[config.mk]
export PLATFORM = sky130hd
export DESIGN_NAME = led_bin_expander
export DESIGN_NICKNAME = d
export VERILOG_FILES = /design/src/rtl/led_bin_expander_pkg.sv /design/src/rtl/led_bin_expander.sv
export SDC_FILE = /design/constraint.sdc
export NUM_CORES = 1
export LEC_CHECK = 0
export CORE_MARGIN = 3
export CORE_UTILIZATION = 50
export CTS_CLUSTER_SIZE = 28
export DETAILED_ROUTE_END_ITERATION = 7
export HOLD_SLACK_MARGIN = 0.06
export PLACE_DENSITY = 0.81
export SLEW_MARGIN = 0
export SYNTH_ARGS = -nofsm -noshare
export SYNTH_HDL_FRONTEND = slang
export SYNTH_SLANG_ARGS = --single-unit
[constraint.sdc]
create_clock -name clk -period 4.9 [get_ports clk]
set_clock_uncertainty 0.05 [all_clocks]
set_input_delay 0.49 -clock clk [delete_from_list [all_inputs] [get_ports clk]]
set_output_delay 0.49 -clock clk [all_outputs]
set_load 0.02 [all_outputs]
[src/rtl/led_bin_expander_pkg.sv]
// Shared visualizer constants and the LED expander FSM state encoding.
// LEDCountCalc uses the same frame geometry.
package led_bin_expander_pkg;

    localparam int LEDS    = 50;
    localparam int BIN_QTY = 12;
    localparam int CW      = $clog2(LEDS);
    localparam int BW      = $clog2(BIN_QTY);

    typedef enum logic [1:0] {
        IDLE = 2'd0,
        EMIT = 2'd1,
        PAD  = 2'd2,
        DONE = 2'd3
    } state_t;

endpackage

[src/rtl/led_bin_expander.sv]
// Expands a frame of per-bin LED counts into a stream of exactly LEDS LEDs,
// one bin index per LED, padding with off LEDs when the counts fall short.
module led_bin_expander #(
    parameter int LEDS    = led_bin_expander_pkg::LEDS,
    parameter int BIN_QTY = led_bin_expander_pkg::BIN_QTY,
    parameter int CW      = $clog2(LEDS),
    parameter int BW      = $clog2(BIN_QTY)
) (
    input  logic                          clk,
    input  logic                          rst,
    input  logic [BIN_QTY-1:0][CW-1:0]    LEDCount,
    input  logic                          data_v,
    output logic                          ready_o,
    output logic [BW-1:0]                 led_bin_o,
    output logic                          led_on_o,
    output logic                          led_v_o,
    input  logic                          led_ready_i,
    output logic                          led_last_o,
    output logic                          done_o,
    output led_bin_expander_pkg::state_t  state_o
);
    import led_bin_expander_pkg::*;

    localparam int             LCW      = $clog2(LEDS + 1);
    localparam logic [LCW-1:0] LAST_IDX = LCW'(LEDS - 1);
    localparam logic [BW-1:0]  LAST_BIN = BW'(BIN_QTY - 1);

    // Handshake: an LED transfers on a rising edge where led_v_o & led_ready_i;
    // once led_v_o rises it and the LED fields hold until that transfer.
    state_t         state_q, state_d;
    logic [CW-1:0]  cnt_q [BIN_QTY];
    logic [CW-1:0]  cnt_d [BIN_QTY];
    logic [BW-1:0]  bin_q, bin_d;
    logic [LCW-1:0] led_cnt_q, led_cnt_d;
    logic           led_hs;
    logic           ready_d, led_v_d, led_on_d, led_last_d, done_d;
    logic [BW-1:0]  led_bin_d;

    assign led_hs  = led_v_o & led_ready_i;
    assign state_o = state_q;

    always_comb begin
        state_d   = state_q;
        cnt_d     = cnt_q;
        bin_d     = bin_q;
        led_cnt_d = led_cnt_q;
        unique case (state_q)
            IDLE: begin
                if (data_v) begin
                    for (int i = 0; i < BIN_QTY; i++) cnt_d[i] = LEDCount[i];
                    bin_d     = '0;
                    led_cnt_d = '0;
                    state_d   = EMIT;
                end
            end
            EMIT: begin
                if (cnt_q[bin_q] != '0) begin
                    if (led_hs) begin
                        cnt_d[bin_q] = cnt_q[bin_q] - CW'(1);
                        led_cnt_d    = led_cnt_q + LCW'(1);
                        // Reaching LEDS drops whatever counts are still left.
                        if (led_cnt_q == LAST_IDX) state_d = DONE;
                    end
                end else if (bin_q == LAST_BIN) begin
                    state_d = PAD;
                end else begin
                    bin_d = bin_q + BW'(1);
                end
            end
            PAD: begin
                if (led_hs) begin
                    led_cnt_d = led_cnt_q + LCW'(1);
                    if (led_cnt_q == LAST_IDX) state_d = DONE;
                end
            end
            DONE:    state_d = IDLE;
            default: state_d = IDLE;
        endcase

        // Outputs are decoded from the next state so they register alongside it.
        ready_d    = (state_d == IDLE);
        done_d     = (state_d == DONE);
        led_v_d    = 1'b0;
        led_on_d   = 1'b0;
        led_bin_d  = '0;
        if (state_d == EMIT && cnt_d[bin_d] != '0) begin
            led_v_d   = 1'b1;
            led_on_d  = 1'b1;
            led_bin_d = bin_d;
        end else if (state_d == PAD) begin
            led_v_d = 1'b1;
        end
        led_last_d = led_v_d && (led_cnt_d == LAST_IDX);
    end

    always_ff @(posedge clk or negedge rst) begin
        if (!rst) begin
            state_q    <= IDLE;
            for (int i = 0; i < BIN_QTY; i++) cnt_q[i] <= '0;
            bin_q      <= '0;
            led_cnt_q  <= '0;
            ready_o    <= 1'b1;
            led_v_o    <= 1'b0;
            led_on_o   <= 1'b0;
            led_bin_o  <= '0;
            led_last_o <= 1'b0;
            done_o     <= 1'b0;
        end else begin
            state_q    <= state_d;
            cnt_q      <= cnt_d;
            bin_q      <= bin_d;
            led_cnt_q  <= led_cnt_d;
            ready_o    <= ready_d;
            led_v_o    <= led_v_d;
            led_on_o   <= led_on_d;
            led_bin_o  <= led_bin_d;
            led_last_o <= led_last_d;
            done_o     <= done_d;
        end
    end

endmodule

==> out/results.ini, run 1 <==
[run_status]
status=finished, final reports clean

[drt]
totalWireLength_mm=24.10
wire_per_inst_um=25.69
drtIter0Drc=920
antenna_left=0
num_vias=6438
viasPerCell=6.864
first_pass_iters=6
drc=0

[logic_synthesis]
yosysSeqAreaShare_pct=38.52
yosysTopAreaCellShare_pct=38.09
ys_seq_elements=93
yosys_warnings=0
synth_fa_ha_area_share_pct=1.449
syn_nets=770
synth_area_leader_cell=dfrtp_1
yosys.area_share.simple_pct=21.38
synth_edf_count=0
synthArstFlopShare_pct=100.0
syn_area_um2=6045
synthCells=687
synth_area_leaders=dfrtp_1, mux2i_1, nand2_1, nor2_1, a21oi_1
synth_mux_area_share_pct=10.58
synth_most_common_cell=dfrtp_1
synth_top_family_by_area=compound AO/OA/AOI/OAI gates
avgSynthCellArea_um2=8.798
synth_cell_type_count=74
synth_compound_area_share_pct=22.67
synth_common_cells=dfrtp_1, nand2_1, nor2_1
synth_xor_area_share_pct=0.5796
synthFlopType=dfrtp_1

[floorplanning]
top_level_ports=87
rows=39
die_area_um2=13440
coreArea_um2=11610
initial_core_util_pct=52.05
die_y_um=116.0
die_w_um=116.0

[worst_setup_path]
r2r_slack_ps=130
critPathMaxFanout=29
reg2reg_depth=15
cp.arrival_ps=4950
critPathRequiredTime_ps=5080
path_class=flop to flop
timing.rr.start=bin_q[1]
worst_setup_path_start_kind=flop
end_kind=flop
r2r-end=led_last_o

[global_route]
grt_start_max_net_pins=53
antenna_found_initial=0
overflow=0
grt_pass1_wl_mm=36.42
grt_util_all_layers_pct=36.39
first_global_vias=6190

[power]
p_int_mw=2.632
power_density_nw_per_um2=675.2
p_switching_mw=2.480
p_leak_nw=3.101
max-vdd-ir-drop_v=0.0003742
power_frac_clock_pct=13.9
switching_share_pct=48.51
finalPower_mw=5.113
seq_power_share_pct=27.2
combPwrFrac_pct=58.9

[sta]
setup_viol_count_final=0
fin_tns_setup_ps=0
relSlewSlack_pct=42.96
rsz0062_at_grt=false
timing.final.hold_violations=0
period_minus_slack_ps=4768
fmax_ghz=0.2097
tightest_slew_ps=855.5
whs_ps=130.2
period_share_pct=97.30
drv_slew=0

[hold_path]
holdCritPathClass=input port to asynchronous set/reset pin

[cts]
clkTransAtPathRegs_ps=70
cts_tree=yes
htree_num_levels=3
cts_root_buffer=clkbuf_16
clk_latency_ps=360
cts.path.max_buffers=2
cts_buffers=9
clock-sinks=93

[placed_design]
place_area_um2=7222
globalplace.congestion=1.072
port_buffers=86
hpwl_mm=18.33

[finish]
nets=873
area_growth_pct=25.27
drive_above_1_share_pct=11.82
post-route-cell-area_um2=7572
n_antenna_cell=0

[flow_run]
maxCapViolCount=0

per-stage QoR:
stage	utilization, %	instances	setup WS, ps
finish	65.20	938	132.4
detailed placement	62.18	916	140.8
floorplan	-	687	248.2
global placement	62.18	916	334.3
global route	65.20	938	71.25
CTS	64.71	932	133.4
cell type report:
cell class	count	area [µm²]
Sequential cell	93	2331
Fill cell	1001	4041
Multi-Input combinational cell	527	3443
Tap cell	143	178.9
Timing Repair Buffer	131	1221
Clock inverter	6	63.81
Clock buffer	10	229.0
Inverter	28	105.1
cell families after synthesis:
group	count (synthesis)
AND/OR/NAND/NOR	268
AO/OA/AOI/OAI	189
flip-flops	93
buffers and inverters	67
multiplexers	59
adder cells (fa/ha/maj)	7
XOR/XNOR	4
timing repair:
item | in CTS | in global routing
buffers inserted | 0 | 6
resized for setup | 0 | 5
hold buffers | 0 | 0
endpoints found under the setup margin | 0 | 7
per-layer routing:
layer / global-route usage [%] / part of all wire, %
met3: 6.841 / 12
met5: 0 / 0
met2: 53.70 / 43
met1: 52.96 / 41
met4: 14.15 / 3.6
worst max path at each step:
stage	depth (start not counted)	slack, ps	end	start
2_1_floorplan	18	250	led_last_o	bin_q[1]
3_3_place_gp	17	330	led_last_o	bin_q[0]
3_5_place_dp	16	140	led_last_o	bin_q[0]
4_1_cts	16	130	led_last_o	bin_q[0]
5_1_grt	15	70	led_last_o	bin_q[1]
6_report	15	130	led_last_o	bin_q[1]
power groups by stage:
stage	Sequential (mW)	Clock (mW)	Combinational (mW)
after global placement	1.38	0	2.82
after detailed placement	1.38	0	2.85
after CTS	1.37	0.716	2.86
after floorplan	1.29	0	1.70
final	1.39	0.710	3.01
after global routing	1.42	0.741	3.15
registers in the layout, summed over array words and instances (netlist names):
register and cells:
bin_q 4, cnt_q 72, done_o 1, led_bin_o 4, led_cnt_q 6, led_last_o 1, led_on_o 1, led_v_o 1
ready_o 1, state_o 2
critical path: stages (launching register included):
cell,delay [ps]
dfrtp_2,440
buf_12,240
mux4_2,340
nor3b_1,150
a31oi_1,220
ha_1,210
o311ai_0,190
or4_4,650
nor2_4,160
mux2_4,270
inv_2,140
or4_1,540
or4_1,420
a31oi_1,230
nand4b_2,250
a21oi_1,90
placed cells by master, fill, tap and decap left out, types with 6 or more instances in the layout:
| master | count |
|---|---|
| a221o_1 | 10 |
| inv_1 | 26 |
| a21oi_1 | 27 |
| nand2_1 | 83 |
| nor4_1 | 10 |
| o221ai_1 | 7 |
| clkdlybuf4s50_1 | 85 |
| o21ai_0 | 26 |
| and2_1 | 11 |
| o22ai_1 | 17 |
| nand3_1 | 19 |
| and3_1 | 6 |
| nor2_1 | 70 |
| ha_1 | 7 |
| nor3_1 | 17 |
| buf_4 | 44 |
| a221oi_1 | 11 |
| dfrtp_1 | 90 |
| mux2i_1 | 53 |
| a22oi_1 | 14 |
| clkbuf_16 | 9 |
| o211ai_1 | 6 |
| a31oi_1 | 12 |
| nor2b_1 | 12 |
No activity file was read; power rests on OpenSTA's default activity.
==> run 2, diff against run 1 <==
--- a/config.mk
+++ b/config.mk
@@ -5,7 +5,7 @@
 export SDC_FILE = /design/constraint.sdc
 export NUM_CORES = 1
 export LEC_CHECK = 0
-export CORE_MARGIN = 3
+export CORE_MARGIN = 8
 export CORE_UTILIZATION = 50
 export CTS_CLUSTER_SIZE = 28
 export DETAILED_ROUTE_END_ITERATION = 7
==> out/results.ini, run 2 (synthesis results as in run 1) <==
[worst_setup_path]
critPathRequiredTime_ps=5080  ; about the same
cp.arrival_ps=4790  ; was 4950 ps
timing.rr.start=bin_q[0]  ; was bin_q[1]
end_kind=flop  ; unchanged
max_stage_delay_ps=600  ; was 650 ps
path_class=flop to flop  ; unchanged
reg2reg_depth=15  ; unchanged
critPathTopFamily=simple AND/OR/NAND/NOR gates  ; unchanged
critPathBufInv=1  ; was 2
r2r_slack_ps=290  ; was 130 ps
worstPathCellList=mux4_2 > nor3b_1 > a31oi_1 > ha_1 > o311ai_0 > or4_4 > buf_4 > or4_1 > a32oi_1 > o311a_1 > o21ai_0 > nor3_1 > nand4_1 > nand4b_2 > a21oi_1  ; was buf_12 > mux4_2 > nor3b_1 > a31oi_1 > ha_1 > o311ai_0 > or4_4 > nor2_4 > mux2_4 > inv_2 > or4_1 > or4_1 > a31oi_1 > nand4b_2 > a21oi_1
r2r-end=led_last_o  ; unchanged
critPathMaxFanout=22  ; was 29
worst_setup_path_start_kind=flop  ; unchanged
critPathSlowestCell=or4_1  ; was or4_4

[finish]
top_register=cnt_q  ; unchanged
largest_reg_flops=72  ; unchanged
reg_top3=cnt_q (72), led_cnt_q (6)  ; unchanged
post-route-cell-area_um2=7560  ; was 7572 µm²
drive_above_1_share_pct=11.71  ; was 11.82%
n_antenna_cell=0  ; unchanged
final_cell_mix=dfrtp_1, clkdlybuf4s50_1, nand2_1  ; unchanged
area_growth_pct=25.07  ; was 25.27%
final_cells=941  ; was 938
nets=872  ; was 873
nFillCells=1010  ; was 1001
mostFrequentLayoutCell=dfrtp_1  ; unchanged

[placed_design]
globalplace.congestion=1.056  ; was 1.072
place_ws_ps=208.9  ; was 140.8 ps
dp_cells=925  ; was 916
place_area_um2=7252  ; was 7222 µm²
hpwl_mm=18.19  ; was 18.33 mm
port_buffers=86  ; unchanged

[sta]
tightest_slew_ps=976.1  ; was 855.5 ps
layout_setup_ws_ps=290.7  ; was 132.4 ps
drv_slew=0  ; unchanged
fin_tns_setup_ps=0  ; unchanged
rsz0062_at_grt=false  ; unchanged
setup_viol_count_final=0  ; unchanged
fmax_ghz=0.2170  ; was 0.2097 GHz
period_share_pct=94.07  ; was 97.30%
period_minus_slack_ps=4609  ; was 4768 ps
timing.final.hold_violations=0  ; unchanged
whs_ps=118.0  ; was 130.2 ps
relSlewSlack_pct=33.24  ; was 42.96%

[global_route]
overflow=0  ; unchanged
antenna_found_initial=0  ; unchanged
grt_util_all_layers_pct=29.33  ; was 36.39%
grt_pass1_wl_mm=36.17  ; was 36.42 mm
grt_start_max_net_pins=58  ; was 53
first_global_vias=6247  ; was 6190

[drt]
wire_per_inst_um=24.86  ; was 25.69 µm
viasPerCell=6.694  ; was 6.864
drc=0  ; unchanged
num_vias=6299  ; was 6438
antenna_left=0  ; unchanged
first_pass_iters=5  ; was 6
totalWireLength_mm=23.39  ; was 24.10 mm
drtIter0Drc=841  ; was 920

[cts]
cts.path.max_buffers=2  ; unchanged
clk_latency_ps=360  ; about the same
cts_tree=yes  ; unchanged
cts_root_buffer=clkbuf_16  ; unchanged
ctsHoldBuffers=0  ; unchanged
clkTransAtPathRegs_ps=70  ; about the same
clock-sinks=93  ; unchanged
htree_num_levels=3  ; unchanged
cts_buffers=9  ; unchanged

[hold_path]
holdCritPathClass=input port to asynchronous set/reset pin  ; unchanged

[power]
p_leak_nw=3.105  ; was 3.101 nW
p_int_mw=2.625  ; was 2.632 mW
p_switching_mw=2.400  ; was 2.480 mW
power_frac_clock_pct=14.3  ; was 13.9%
seq_power_share_pct=27.7  ; was 27.2%
max-vdd-ir-drop_v=0.0002713  ; was 0.0003742 V
power_density_nw_per_um2=664.7  ; was 675.2 nW/µm²
switching_share_pct=47.76  ; was 48.51%
combPwrFrac_pct=58.0  ; was 58.9%

[floorplanning]
coreArea_um2=11910  ; was 11610 µm²
die_w_um=126.0  ; was 116.0 µm
initial_core_util_pct=50.75  ; was 52.05%
rows=40  ; was 39
die_area_um2=15860  ; was 13440 µm²
top_level_ports=87  ; unchanged
die_y_um=126.0  ; was 116.0 µm

[run_status]
status=finished, final reports clean  ; unchanged

[flow_run]
maxCapViolCount=0  ; unchanged

run 2: metal layers:
metal  track usage [%]  vias to the layer above  wire length (µm)
met5                 0                        -                 0
met3             5.485                       76              2025
met1             38.07                     3026              9751
li1                  -                     2786                 -
met4             16.91                        0              1180
met2             44.99                      411             10430
run 2: area by class of cell:
type                            instances  area, µm²  share of cell area [%]
Multi-Input combinational cell        527       3437                   45.47
Sequential cell                        93       2333                   30.87
Timing Repair Buffer                  130       1201                   15.89
Clock buffer                            9      225.2                   2.979
Tap cell                              147      183.9                   2.433
Inverter                               28      105.1                   1.390
Clock inverter                          7      73.82                  0.9765
run 2: worst max-delay path by stage:
stage	start	to	slack, ps	depth (start not counted)
2_1_floorplan	bin_q[1]	led_last_o	250	18
3_3_place_gp	bin_q[0]	led_last_o	230	15
3_5_place_dp	bin_q[0]	led_last_o	210	16
4_1_cts	bin_q[0]	led_last_o	200	16
5_1_grt	bin_q[1]	led_last_o	30	17
6_report	bin_q[0]	led_last_o	290	15
run 2: timing repair:
item	in CTS	in global routing
endpoints found under the hold margin	0	0
setup endpoints to repair	0	7
gates resized for setup	0	4
setup buffers	0	0
run 2: metrics by stage:
step | util, % | power (mW)
finish | 63.47 | 5.025
global route | 63.47 | 5.230
CTS | 63.39 | 4.909
detailed placement | 60.88 | 4.187
global placement | 60.88 | 4.189
floorplan | - | 2.986
run 2: power groups by stage:
stage | clock network, mW | registers, mW | logic (mW)
after floorplan | 0 | 1.29 | 1.70
after global placement | 0 | 1.39 | 2.80
after detailed placement | 0 | 1.38 | 2.80
after CTS | 0.720 | 1.37 | 2.82
after global routing | 0.751 | 1.42 | 3.06
final | 0.718 | 1.39 | 2.92
run 2: worst register-to-register path, delay by kind of cell, from the launching register on:
kind | cells | cell delay, ps
simple gates | 6 | 1910
compound gates | 6 | 1010
buf+inv | 1 | 260
fa+ha+maj | 1 | 220
flops | 1 | 470
mux | 1 | 540
==> run 3, diff against run 2 <==
--- a/config.mk
+++ b/config.mk
@@ -5,12 +5,13 @@
 export SDC_FILE = /design/constraint.sdc
 export NUM_CORES = 1
 export LEC_CHECK = 0
+export ABC_CLOCK_PERIOD_IN_PS = 5250
 export CORE_MARGIN = 8
-export CORE_UTILIZATION = 50
+export CORE_UTILIZATION = 35
 export CTS_CLUSTER_SIZE = 28
 export DETAILED_ROUTE_END_ITERATION = 7
 export HOLD_SLACK_MARGIN = 0.06
-export PLACE_DENSITY = 0.81
+export PLACE_DENSITY = 0.59
 export SLEW_MARGIN = 0
 export SYNTH_ARGS = -nofsm -noshare
 export SYNTH_HDL_FRONTEND = slang
==> constraint.sdc (replaced) <==
create_clock -name clk -period 5.25 [get_ports clk]
set_clock_uncertainty 0.05 [all_clocks]
set_input_delay 0.525 -clock clk [delete_from_list [all_inputs] [get_ports clk]]
set_output_delay 0.525 -clock clk [all_outputs]
set_load 0.02 [all_outputs]
==> out/results.ini, run 3 (synthesis results as in run 1) <==
[cts]
cts_tree=yes  ; unchanged
cts_root_buffer=clkbuf_16  ; unchanged
ctsHoldBuffers=0  ; unchanged
cts.path.max_buffers=2  ; unchanged
cts_buffers=9  ; unchanged
clkTransAtPathRegs_ps=70  ; about the same
htree_num_levels=3  ; unchanged
clock-sinks=93  ; unchanged
clk_latency_ps=360  ; about the same

[drt]
drc=0  ; unchanged
drtIter0Drc=903  ; was 841
num_vias=6244  ; was 6299
wire_per_inst_um=25.09  ; was 24.86 µm
totalWireLength_mm=25.49  ; was 23.39 mm
viasPerCell=6.146  ; was 6.694
first_pass_iters=6  ; was 5
antenna_left=0  ; unchanged

[floorplanning]
die_w_um=147.4  ; was 126.0 µm
die_y_um=147.4  ; was 126.0 µm
initial_core_util_pct=35.31  ; was 50.75%
rows=48  ; was 40
top_level_ports=87  ; unchanged
coreArea_um2=17120  ; was 11910 µm²
die_area_um2=21730  ; was 15860 µm²

[global_route]
overflow=0  ; unchanged
grt_pass1_wl_mm=38.88  ; was 36.17 mm
antenna_found_initial=0  ; unchanged
grt_start_max_net_pins=48  ; was 58
grt_util_all_layers_pct=23.37  ; was 29.33%
first_global_vias=6220  ; was 6247

[power]
p_leak_nw=3.094  ; was 3.105 nW
power_density_nw_per_um2=622.8  ; was 664.7 nW/µm²
max-vdd-ir-drop_v=0.0003286  ; was 0.0002713 V

[worst_setup_path]
r2r_slack_ps=230  ; was 290 ps
timing.rr.start=bin_q[1]  ; was bin_q[0]
r2r-end=led_last_o  ; unchanged
worst_setup_path_start_kind=flop  ; unchanged
critPathMaxFanout=21  ; was 22
critPathRequiredTime_ps=5440  ; was 5080 ps
end_kind=flop  ; unchanged
cp.arrival_ps=5210  ; was 4790 ps
reg2reg_depth=16  ; was 15
path_class=flop to flop  ; unchanged

[sta]
timing.final.hold_violations=0  ; unchanged
fmax_ghz=0.1993  ; was 0.2170 GHz
setup_viol_count_final=0  ; unchanged
drv_slew=0  ; unchanged
period_minus_slack_ps=5018  ; was 4609 ps
tightest_slew_ps=886.0  ; was 976.1 ps
fin_tns_setup_ps=0  ; unchanged
rsz0062_at_grt=false  ; unchanged
period_share_pct=95.57  ; was 94.07%
relSlewSlack_pct=40.93  ; was 33.24%

[placed_design]
dp_cells=1000  ; was 925
place_area_um2=7355  ; was 7252 µm²
globalplace.congestion=0.9859  ; was 1.056
port_buffers=86  ; unchanged
hpwl_mm=19.50  ; was 18.19 mm

[finish]
final_cells=1016  ; was 941
reg_top3=cnt_q (72), led_cnt_q (6)  ; unchanged
nFillCells=1686  ; was 1010
mostFrequentLayoutCell=dfrtp_1  ; unchanged
n_antenna_cell=0  ; unchanged
nets=869  ; was 872
largest_reg_flops=72  ; unchanged
post-route-cell-area_um2=7649  ; was 7560 µm²
drive_above_1_share_pct=11.38  ; was 11.71%
area_growth_pct=26.54  ; was 25.07%
top_register=cnt_q  ; unchanged
final_cell_mix=dfrtp_1, clkdlybuf4s50_1, nand2_1  ; unchanged

[hold_path]
holdCritPathClass=input port to asynchronous set/reset pin  ; unchanged

[flow_run]
maxCapViolCount=0  ; unchanged

[run_status]
status=finished, final reports clean  ; unchanged

[run 3: cell types whose count changed in the layout (fill, tap and decap cells not counted), sizes merged]
cell and change:
buf -3, clkinv -1, bufinv -1, inv +2
[run 3: worst max-delay path by stage]
stage | startpoint | endpoint | slack, ps | depth (start not counted)
after floorplan | bin_q[1] | led_last_o | 600 | 18
after global placement | bin_q[0] | led_last_o | 350 | 15
after detailed placement | bin_q[0] | led_last_o | 170 | 15
after CTS | bin_q[0] | led_last_o | 140 | 15
after global routing | bin_q[1] | led_last_o | 70 | 16
final | bin_q[1] | led_last_o | 230 | 16
[run 3: through the flow]
step | hold slack, ps | utilization, % | setup WS (ps) | power, mW
after global routing | 159.4 | 44.69 | 73.88 | 4.993
after CTS | 139.9 | 44.66 | 136.7 | 4.685
after global placement | 452.3 | 42.97 | 347.8 | 4.024
final | 115.3 | 44.69 | 232.3 | 4.763
after detailed placement | 447.7 | 42.97 | 170.1 | 4.008
after floorplan | 179.4 | - | 598.2 | 2.787
[run 3: what timing repair did]
item,CTS,global route
setup buffers,0,0
hold endpoints to repair,0,0
gates resized for setup,0,2
endpoints found under the setup margin,0,7
[run 3: layout make-up]
class	count	area (µm²)	share of cell area, %
multi-input combinational	527	3437	44.94
timing repair buffer	127	1204	15.74
clock buffer	9	225.2	2.945
inverter	28	105.1	1.374
clock inverter	7	65.06	0.8506
tap	225	281.5	3.681
sequential	93	2331	30.48
[run 3: layer usage]
layer / vias up / track usage (%) / wire length (µm)
li1: 2777 / - / -
met3: 58 / 5.136 / 2290
met2: 359 / 34.56 / 11140
met1: 3050 / 32.36 / 11180
met5: - / 0 / 0
met4: 0 / 9.536 / 883
[run 3: critical path, stage by stage, from the launching register on]
cell and delay (ps):
dfrtp_2 560, buf_12 230, mux2i_1 220, a22oi_1 110
a31o_2 270, inv_1 180, ha_1 210, o311ai_0 170
or4_4 610, nor2_4 170, mux2_4 280, inv_2 70
or4_1 570, or4_1 440, a31oi_1 300, nand4b_2 310
a21oi_1 110
[run 3: power breakdown]
part	total (mW)	internal, mW	switching, mW	leakage (nW)
Combinational	2.79	1.05	1.73	1.85
Clock	0.660	0.333	0.327	0.140
Sequential	1.32	1.03	0.286	1.10
